==> src/rtl/ps2_key_decoder.sv <==
// rtl/ps2_key_decoder.sv - PS/2 keyboard frame receiver with make/break/E0 decode into held key levels
module ps2_key_decoder #(
    parameter int          TIMEOUT    = 100000,
    parameter logic [7:0]  SC_LV1     = 8'h16,
    parameter logic [7:0]  SC_LV2     = 8'h1E,
    parameter logic [7:0]  SC_LV3     = 8'h26,
    parameter logic [7:0]  SC_CHGDIFF = 8'h23,
    parameter logic [7:0]  SC_MID     = 8'h29,
    parameter logic [7:0]  SC_UP      = 8'h75,
    parameter logic [7:0]  SC_DOWN    = 8'h72,
    parameter logic [7:0]  SC_LEFT    = 8'h6B,
    parameter logic [7:0]  SC_RIGHT   = 8'h74
) (
    input  logic       clk,
    input  logic       rst,
    input  logic       ps2_clk,
    input  logic       ps2_data,
    output logic       key_pressed,
    output logic       btn_lv1,
    output logic       btn_lv2,
    output logic       btn_lv3,
    output logic       btn_chgdiff,
    output logic       btn_mid,
    output logic       btn_up,
    output logic       btn_down,
    output logic       btn_left,
    output logic       btn_right,
    output logic [7:0] scan_code,
    output logic       code_valid,
    output logic       frame_err
);
    localparam int WDW = $clog2(TIMEOUT + 1);

    typedef enum logic [1:0] {S_IDLE, S_DATA, S_PARITY, S_STOP} state_t;

    state_t           r_state;
    state_t           w_next;
    logic             r_clk_s1, r_clk_s2, r_clk_prev;
    logic             r_dat_s1, r_dat_s2;
    logic [7:0]       r_shift;
    logic [2:0]       r_bitcnt;
    logic             r_parity;
    logic [WDW-1:0]   r_wdog;
    logic             r_ext, r_brk;
    logic [8:0]       r_held;
    logic [7:0]       r_scan_code;
    logic             r_code_valid, r_frame_err;
    logic             w_fall, w_timeout, w_good;
    logic [8:0]       w_hit;

    assign w_fall    = r_clk_prev & ~r_clk_s2;
    assign w_timeout = (r_state != S_IDLE) && !w_fall && (r_wdog == WDW'(TIMEOUT - 1));
    assign w_good    = r_dat_s2 && (^{r_shift, r_parity});

    // Menu keys only match unprefixed, arrows only match after E0
    assign w_hit[0] = !r_ext && (r_shift == SC_LV1);
    assign w_hit[1] = !r_ext && (r_shift == SC_LV2);
    assign w_hit[2] = !r_ext && (r_shift == SC_LV3);
    assign w_hit[3] = !r_ext && (r_shift == SC_CHGDIFF);
    assign w_hit[4] = !r_ext && (r_shift == SC_MID);
    assign w_hit[5] =  r_ext && (r_shift == SC_UP);
    assign w_hit[6] =  r_ext && (r_shift == SC_DOWN);
    assign w_hit[7] =  r_ext && (r_shift == SC_LEFT);
    assign w_hit[8] =  r_ext && (r_shift == SC_RIGHT);

    always_ff @(posedge clk or negedge rst) begin
        if (!rst) begin
            r_state <= S_IDLE;
        end else begin
            r_state <= w_next;
        end
    end

    always_comb begin
        w_next = r_state;
        if (w_timeout) begin
            w_next = S_IDLE;
        end else if (w_fall) begin
            case (r_state)
                S_IDLE:   if (!r_dat_s2) w_next = S_DATA;
                S_DATA:   if (r_bitcnt == 3'd7) w_next = S_PARITY;
                S_PARITY: w_next = S_STOP;
                S_STOP:   w_next = S_IDLE;
                default:  w_next = S_IDLE;
            endcase
        end
    end

    always_ff @(posedge clk or negedge rst) begin
        if (!rst) begin
            r_clk_s1     <= 1'b0;
            r_clk_s2     <= 1'b0;
            r_clk_prev   <= 1'b0;
            r_dat_s1     <= 1'b0;
            r_dat_s2     <= 1'b0;
            r_shift      <= 8'h00;
            r_bitcnt     <= 3'd0;
            r_parity     <= 1'b0;
            r_wdog       <= '0;
            r_ext        <= 1'b0;
            r_brk        <= 1'b0;
            r_held       <= 9'h000;
            r_scan_code  <= 8'h00;
            r_code_valid <= 1'b0;
            r_frame_err  <= 1'b0;
        end else begin
            r_clk_s1     <= ps2_clk;
            r_clk_s2     <= r_clk_s1;
            r_clk_prev   <= r_clk_s2;
            r_dat_s1     <= ps2_data;
            r_dat_s2     <= r_dat_s1;
            r_code_valid <= 1'b0;
            r_frame_err  <= 1'b0;

            if (r_state == S_IDLE || w_fall) begin
                r_wdog <= '0;
            end else begin
                r_wdog <= r_wdog + 1'b1;
            end

            if (w_timeout) begin
                r_frame_err <= 1'b1;
            end else if (w_fall) begin
                case (r_state)
                    S_IDLE: r_bitcnt <= 3'd0;
                    S_DATA: begin
                        r_shift[r_bitcnt] <= r_dat_s2;
                        r_bitcnt          <= r_bitcnt + 3'd1;
                    end
                    S_PARITY: r_parity <= r_dat_s2;
                    S_STOP: begin
                        if (w_good) begin
                            r_scan_code  <= r_shift;
                            r_code_valid <= 1'b1;
                            if (r_shift == 8'hE0) begin
                                r_ext <= 1'b1;
                            end else if (r_shift == 8'hF0) begin
                                r_brk <= 1'b1;
                            end else begin
                                r_held <= (r_held & ~w_hit) | (r_brk ? 9'h000 : w_hit);
                                r_ext  <= 1'b0;
                                r_brk  <= 1'b0;
                            end
                        end else begin
                            r_frame_err <= 1'b1;
                        end
                    end
                    default: ;
                endcase
            end
        end
    end

    assign btn_lv1     = r_held[0];
    assign btn_lv2     = r_held[1];
    assign btn_lv3     = r_held[2];
    assign btn_chgdiff = r_held[3];
    assign btn_mid     = r_held[4];
    assign btn_up      = r_held[5];
    assign btn_down    = r_held[6];
    assign btn_left    = r_held[7];
    assign btn_right   = r_held[8];
    assign key_pressed = |r_held;
    assign scan_code   = r_scan_code;
    assign code_valid  = r_code_valid;
    assign frame_err   = r_frame_err;

endmodule

==> config.mk <==
export PLATFORM = sky130hd
export DESIGN_NAME = ps2_key_decoder
export DESIGN_NICKNAME = d
export VERILOG_FILES = /design/src/rtl/ps2_key_decoder.sv
export SDC_FILE = /design/constraint.sdc
export NUM_CORES = 1
export LEC_CHECK = 0
export CAP_MARGIN = 5
export CORE_ASPECT_RATIO = 1.5
export CORE_MARGIN = 4
export CORE_UTILIZATION = 45
export CTS_CLUSTER_SIZE = 28
export DETAILED_ROUTE_END_ITERATION = 10
export SYNTH_ARGS = -nofsm -noshare
export SYNTH_HDL_FRONTEND = slang
export SYNTH_SLANG_ARGS = --single-unit
==> constraint.sdc <==
create_clock -name clk -period 2.42 [get_ports clk]
set_input_delay 0.363 -clock clk [delete_from_list [all_inputs] [get_ports clk]]
set_output_delay 0.363 -clock clk [all_outputs]
set_load 0.01 [all_outputs]
==> results of run 1 <==
-- layout by cell type, fill, tap and decap left out, types with 6 or more instances in the layout --
cell type and n:
dfrtp_1 57, clkdlybuf4s50_1 22, nor2_1 19, mux2_2 16, inv_1 15, nand3_1 15, nand2_1 12, nor4_1 11
xnor2_1 11, clkbuf_8 11, buf_4 11, nor3_1 9, mux2i_1 7, ha_1 7, or3_1 6
-- area by class of cell --
| cell class | count | area, um2 |
|---|---|---|
| well taps | 74 | 92.6 |
| clock buffers | 11 | 151 |
| repair buffers | 35 | 328 |
| fillers | 552 | 2740 |
| clock inverters | 5 | 77.6 |
| flip-flops and latches | 57 | 1430 |
| inverters | 15 | 56.3 |
| multi-input cells | 182 | 1350 |
-- where the power goes --
part           leakage, uW  internal, uW  total (uW)  switching [uW]
Clock             0.000115           632        1010             382
Combinational     0.000621           453         973             520
Sequential        0.000767          1090        1260             166
-- path summary, 6_finish.rpt --
path | slack [ns] | cells past startpoint | to
setup / recovery | 0.31 | 6 | register
hold / removal | 0.03 | 1 | code_valid$_DFF_PN0_
setup reg to reg | 0.31 | 6 | register
hold reg to reg | 0.35 | 0 | r_clk_s2$_DFF_PN0_
max in group asynchronous | 1.80 | 2 | r_state[1]$_DFFE_PN0P_
min in group clk | 0.35 | 0 | r_clk_s2$_DFF_PN0_
-- logic make-up after synthesis --
family | Yosys count | synth area share [%]
compound gates | 25 | 6.46
buf+inv | 31 | 4.52
simple gates | 108 | 21.3
fa+ha+maj | 7 | 3.01
flops | 57 | 49.1
xor+xnor | 18 | 6.50
mux | 24 | 9.09
-- per-layer routing --
layer | vias up | track usage [%]
met5 | - | 0
met4 | 0 | 8.55
met3 | 15 | 4.64
met2 | 44 | 29.3
met1 | 1003 | 18.4
li1 | 1031 | -
-- worst max-delay path, stage by stage, from the launching register on --
cell and delay, ns:
dfrtp_1 0.41, ha_1 0.22, nand4b_1 0.17, buf_4 0.21
nor4b_1 0.43, nor4bb_1 0.39, mux2i_1 0.21
-- through the flow --
step                util (%)  cells  instance area (um2)
floorplan                  -    270                 2910
global placement        52.3    363                 3250
detailed placement      52.3    363                 3250
CTS                     56.0    379                 3480
global route            56.0    379                 3480
finish                  56.0    379                 3480
==> impl_metrics.env, run 1 <==
export IMPL_drt_vias_per_instance=5.52
export IMPL_drt_wl_total_um=6090
export IMPL_fin_nets=311
export IMPL_start_util_pct=46.7
export IMPL_powerDensity_mw_per_mm2=933
export IMPL_grt_setup_unrepaired="false"
export IMPL_die_y_um=106
export IMPL_wl_met1_um=2420
export IMPL_layout_drive_gt1_share_pct=17.0
export IMPL_clockBufferDepth=2
export IMPL_hpwlAfterDp_um=4390
export IMPL_grt_ovfl_total=0
export IMPL_final_hold_violation_count=0
export IMPL_cts_setup_buffers=0
export IMPL_ys_ff_latch=57
export IMPL_die_area_mm2=0.00783
export IMPL_via_count=2093
export IMPL_synth_seq_area_share_pct=49.1
export IMPL_drc=0
export IMPL_synth_most_common_cell="dfrtp_1"
export IMPL_clk_latency_ns=0.34
export IMPL_grt_first_pass_wirelength_um=10100
export IMPL_slew_headroom_pct=59.8
export IMPL_cts_resized_gates=0
export IMPL_setup_viol=0
export IMPL_cts_root_buffer="clkbuf_8"
export IMPL_area_growth_pct=19.8
export IMPL_synthDominantCellAreaShare_pct=49.1
export IMPL_crit_fanout=10
export IMPL_ioPinCount=24
export IMPL_vdd_drop_max_v=0.000475
export IMPL_routabilityCongestion=0.829
export IMPL_row_count=35
export IMPL_drt_initial_drc_count=139
export IMPL_synth_edf_count=0
export IMPL_cts_tree="done"
export IMPL_ys_top_cells_by_count="dfrtp_1, nor2_1, mux2_2"
export IMPL_highest_layer="met4"
export IMPL_synth_area_leaders="dfrtp_1, mux2_2, xnor2_1"
export IMPL_hold_path_class="input pin to async pin"
export IMPL_total_power_uw=3250
export IMPL_setup_ws_ns=0.305
export IMPL_numCtsBuffers=9
export IMPL_grt_pass1_vias=2148
export IMPL_globalRouteTotalUtil_pct=17.0
export IMPL_syn_area_per_cell_um2=10.8
export IMPL_crit_required_ns=2.68
export IMPL_layout_min_cycle_time_ns=2.11
export IMPL_port_buffers=23
export IMPL_htree_levels=3
export IMPL_ys_async_sr_fraction_pct=100
export IMPL_hold_slack_ns=0.0288
export IMPL_crit_type="register to register"
export IMPL_dr_wl_met3_um=229
export IMPL_core_mm2=0.00622
export IMPL_ys_types=51
export IMPL_cp_start_kind="register"
export IMPL_r2r_start="r_state[1]$_DFFE_PN0P_"
export IMPL_holdBufCountCts=0
export IMPL_outcome="finished clean"
export IMPL_dp_worst_setup_slack_ns=0.309
export IMPL_grt_max_degree=33
export IMPL_die_x_um=73.6
export IMPL_synth_top_area_cell="dfrtp_1"
export IMPL_path_clk_slew_ns=0.07
export IMPL_clock_sink_count=57
export IMPL_antenna_cells=0
export IMPL_drt_pass1_iterations=4
export IMPL_wl_per_cell_um=16.1
export IMPL_max_freq_mhz=473
export IMPL_drv_cap=0
export IMPL_detail_route_antenna_nets=0
export IMPL_slew_violations=0
export IMPL_syn_inst=270
export IMPL_cp_end_kind="register"
export IMPL_fin_crit_sh_pct=87.4
export IMPL_tightest_slew_ns=0.601
export IMPL_syn_nets=281
export IMPL_synth_top_flop_cell="dfrtp_1"
export IMPL_leakagePower_uw=0.00150
export IMPL_wl_met2_um=3240
export IMPL_antenna_found_initial=0
export IMPL_worstPathArrival_ns=2.38
export IMPL_cp_startpoint="r_state[1]$_DFFE_PN0P_"
export IMPL_synth_cell_area_mm2=0.00291
export IMPL_fin_skew_ns=0.00908
export IMPL_timing_setup_tns_ns=0
export IMPL_synth_warnings=0
Power figures use the tool's default switching activity.
==> run 2: changes to the inputs <==
- clock period: 2.42 -> 2.55 ns (I/O delays scaled with it)
==> impl_metrics.env, run 2 (synthesis results as in run 1) <==
export IMPL_outcome="finished clean"
export IMPL_fin_nets=310
export IMPL_wl_per_cell_um=15.9
export IMPL_cts_resized_gates=0
export IMPL_via_count=2071
export IMPL_fin_crit_sh_pct=81.7
export IMPL_setup_ws_ns=0.468
export IMPL_drc=0
export IMPL_ioPinCount=24
export IMPL_instances_no_fill=378
export IMPL_place_inst=362
export IMPL_final_common_cell="dfrtp_1"
export IMPL_antenna_cells=0
export IMPL_setup_viol=0
export IMPL_clk_latency_ns=0.33
export IMPL_cp_start_kind="register"
export IMPL_path_clk_slew_ns=0.07
export IMPL_cts_root_buffer="clkbuf_8"
export IMPL_grt_setup_unrepaired="false"
export IMPL_leakagePower_uw=0.00150
export IMPL_dp_worst_setup_slack_ns=0.466
export IMPL_timing_setup_tns_ns=0
export IMPL_row_count=35
export IMPL_multi_input_area_mm2=0.00135
export IMPL_clock_sink_count=57
export IMPL_layout_common_cells="dfrtp_1, clkdlybuf4s50_1, nor2_1"
export IMPL_crit_required_ns=2.77
export IMPL_cts_tree="done"
export IMPL_hold_path_class="input pin to async pin"
export IMPL_drt_vias_per_instance=5.48
export IMPL_hpwlAfterDp_um=4420
export IMPL_die_y_um=106
export IMPL_drt_wl_total_um=6020
export IMPL_layout_min_cycle_time_ns=2.08
export IMPL_powerDensity_mw_per_mm2=882
export IMPL_core_mm2=0.00622
export IMPL_register_area_mm2=0.00143
export IMPL_numCtsBuffers=9
export IMPL_fin_skew_ns=0.00795
export IMPL_crit_fanout=11
export IMPL_cts_setup_buffers=0
export IMPL_antenna_found_initial=0
export IMPL_grt_max_degree=58
export IMPL_globalRouteTotalUtil_pct=17.3
export IMPL_die_x_um=73.6
export IMPL_fillers=565
export IMPL_die_area_mm2=0.00783
export IMPL_slew_headroom_pct=60.6
export IMPL_ff2ff_setup_slack_ns=0.47
export IMPL_holdBufCountCts=0
export IMPL_vdd_drop_max_v=0.000494
export IMPL_layout_drive_gt1_share_pct=16.8
export IMPL_worstPathArrival_ns=2.30
export IMPL_utilization_pct=55.8
export IMPL_drt_initial_drc_count=107
export IMPL_tightest_slew_ns=0.590
export IMPL_drv_cap=0
export IMPL_routabilityCongestion=0.845
export IMPL_slew_violations=0
export IMPL_drt_pass1_iterations=4
export IMPL_cp_end_kind="register"
export IMPL_final_hold_violation_count=0
export IMPL_grt_ovfl_total=0
export IMPL_port_buffers=23
export IMPL_area_growth_pct=19.5
export IMPL_grt_pass1_vias=2115
export IMPL_max_freq_mhz=480
export IMPL_clockBufferDepth=2
export IMPL_htree_levels=3
export IMPL_grt_first_pass_wirelength_um=10300
export IMPL_detail_route_antenna_nets=0
export IMPL_crit_type="register to register"
export IMPL_start_util_pct=46.7
## run 2: changes by cell type in the layout (fill, tap and decap cells not counted), sizes merged
cell  previous run  this run
buf             13        12
## run 2: critical path, cell delays in order (launching register included)
cell,delay (ns)
dfrtp_1,0.54
xor3_2,0.50
and4_1,0.25
mux2i_2,0.13
buf_4,0.21
mux2_2,0.34
## run 2: report_power, final
part	internal [uW]	switching [uW]	total, uW
Sequential	1040	171	1210
Combinational	420	488	908
Clock	600	348	947
Total	2060	1010	3060
## run 2: metal layers
layer | wire length (um) | track usage, %
met1 | 2430 | 19.4
met2 | 3240 | 30.4
met3 | 202 | 4.26
met4 | 147 | 6.87
met5 | 0 | 0
## run 2: area by class of cell
type,count,area share [%]
Clock inverter,5,2.23
Timing Repair Buffer,34,9.23
Tap cell,74,2.67
Inverter,15,1.62
Multi-Input combinational cell,182,38.8
Sequential cell,57,41.1
Clock buffer,11,4.36
## run 2: path summary, 6_finish.rpt
kind                       depth (start not counted)              startpoint                       end
max                                                5  r_shift[1]$_DFFE_PN0P_  scan_code[2]$_DFFE_PN0P_
min                                                2                     rst      code_valid$_DFF_PN0_
max reg2reg                                        5  r_shift[1]$_DFFE_PN0P_  scan_code[2]$_DFFE_PN0P_
min reg2reg                                        0      r_dat_s1$_DFF_PN0_        r_dat_s2$_DFF_PN0_
max in group asynchronous                          2                     rst    r_shift[1]$_DFFE_PN0P_
min in group clk                                   0      r_dat_s1$_DFF_PN0_        r_dat_s2$_DFF_PN0_
## run 2: through the flow
stage	area, um2	hold WS [ns]	total power, uW
floorplan	2910	0.0869	1860
global placement	3240	0.333	2130
detailed placement	3240	0.335	2140
CTS	3470	0.0443	3100
global route	3470	0.0436	3250
finish	3470	0.0361	3060
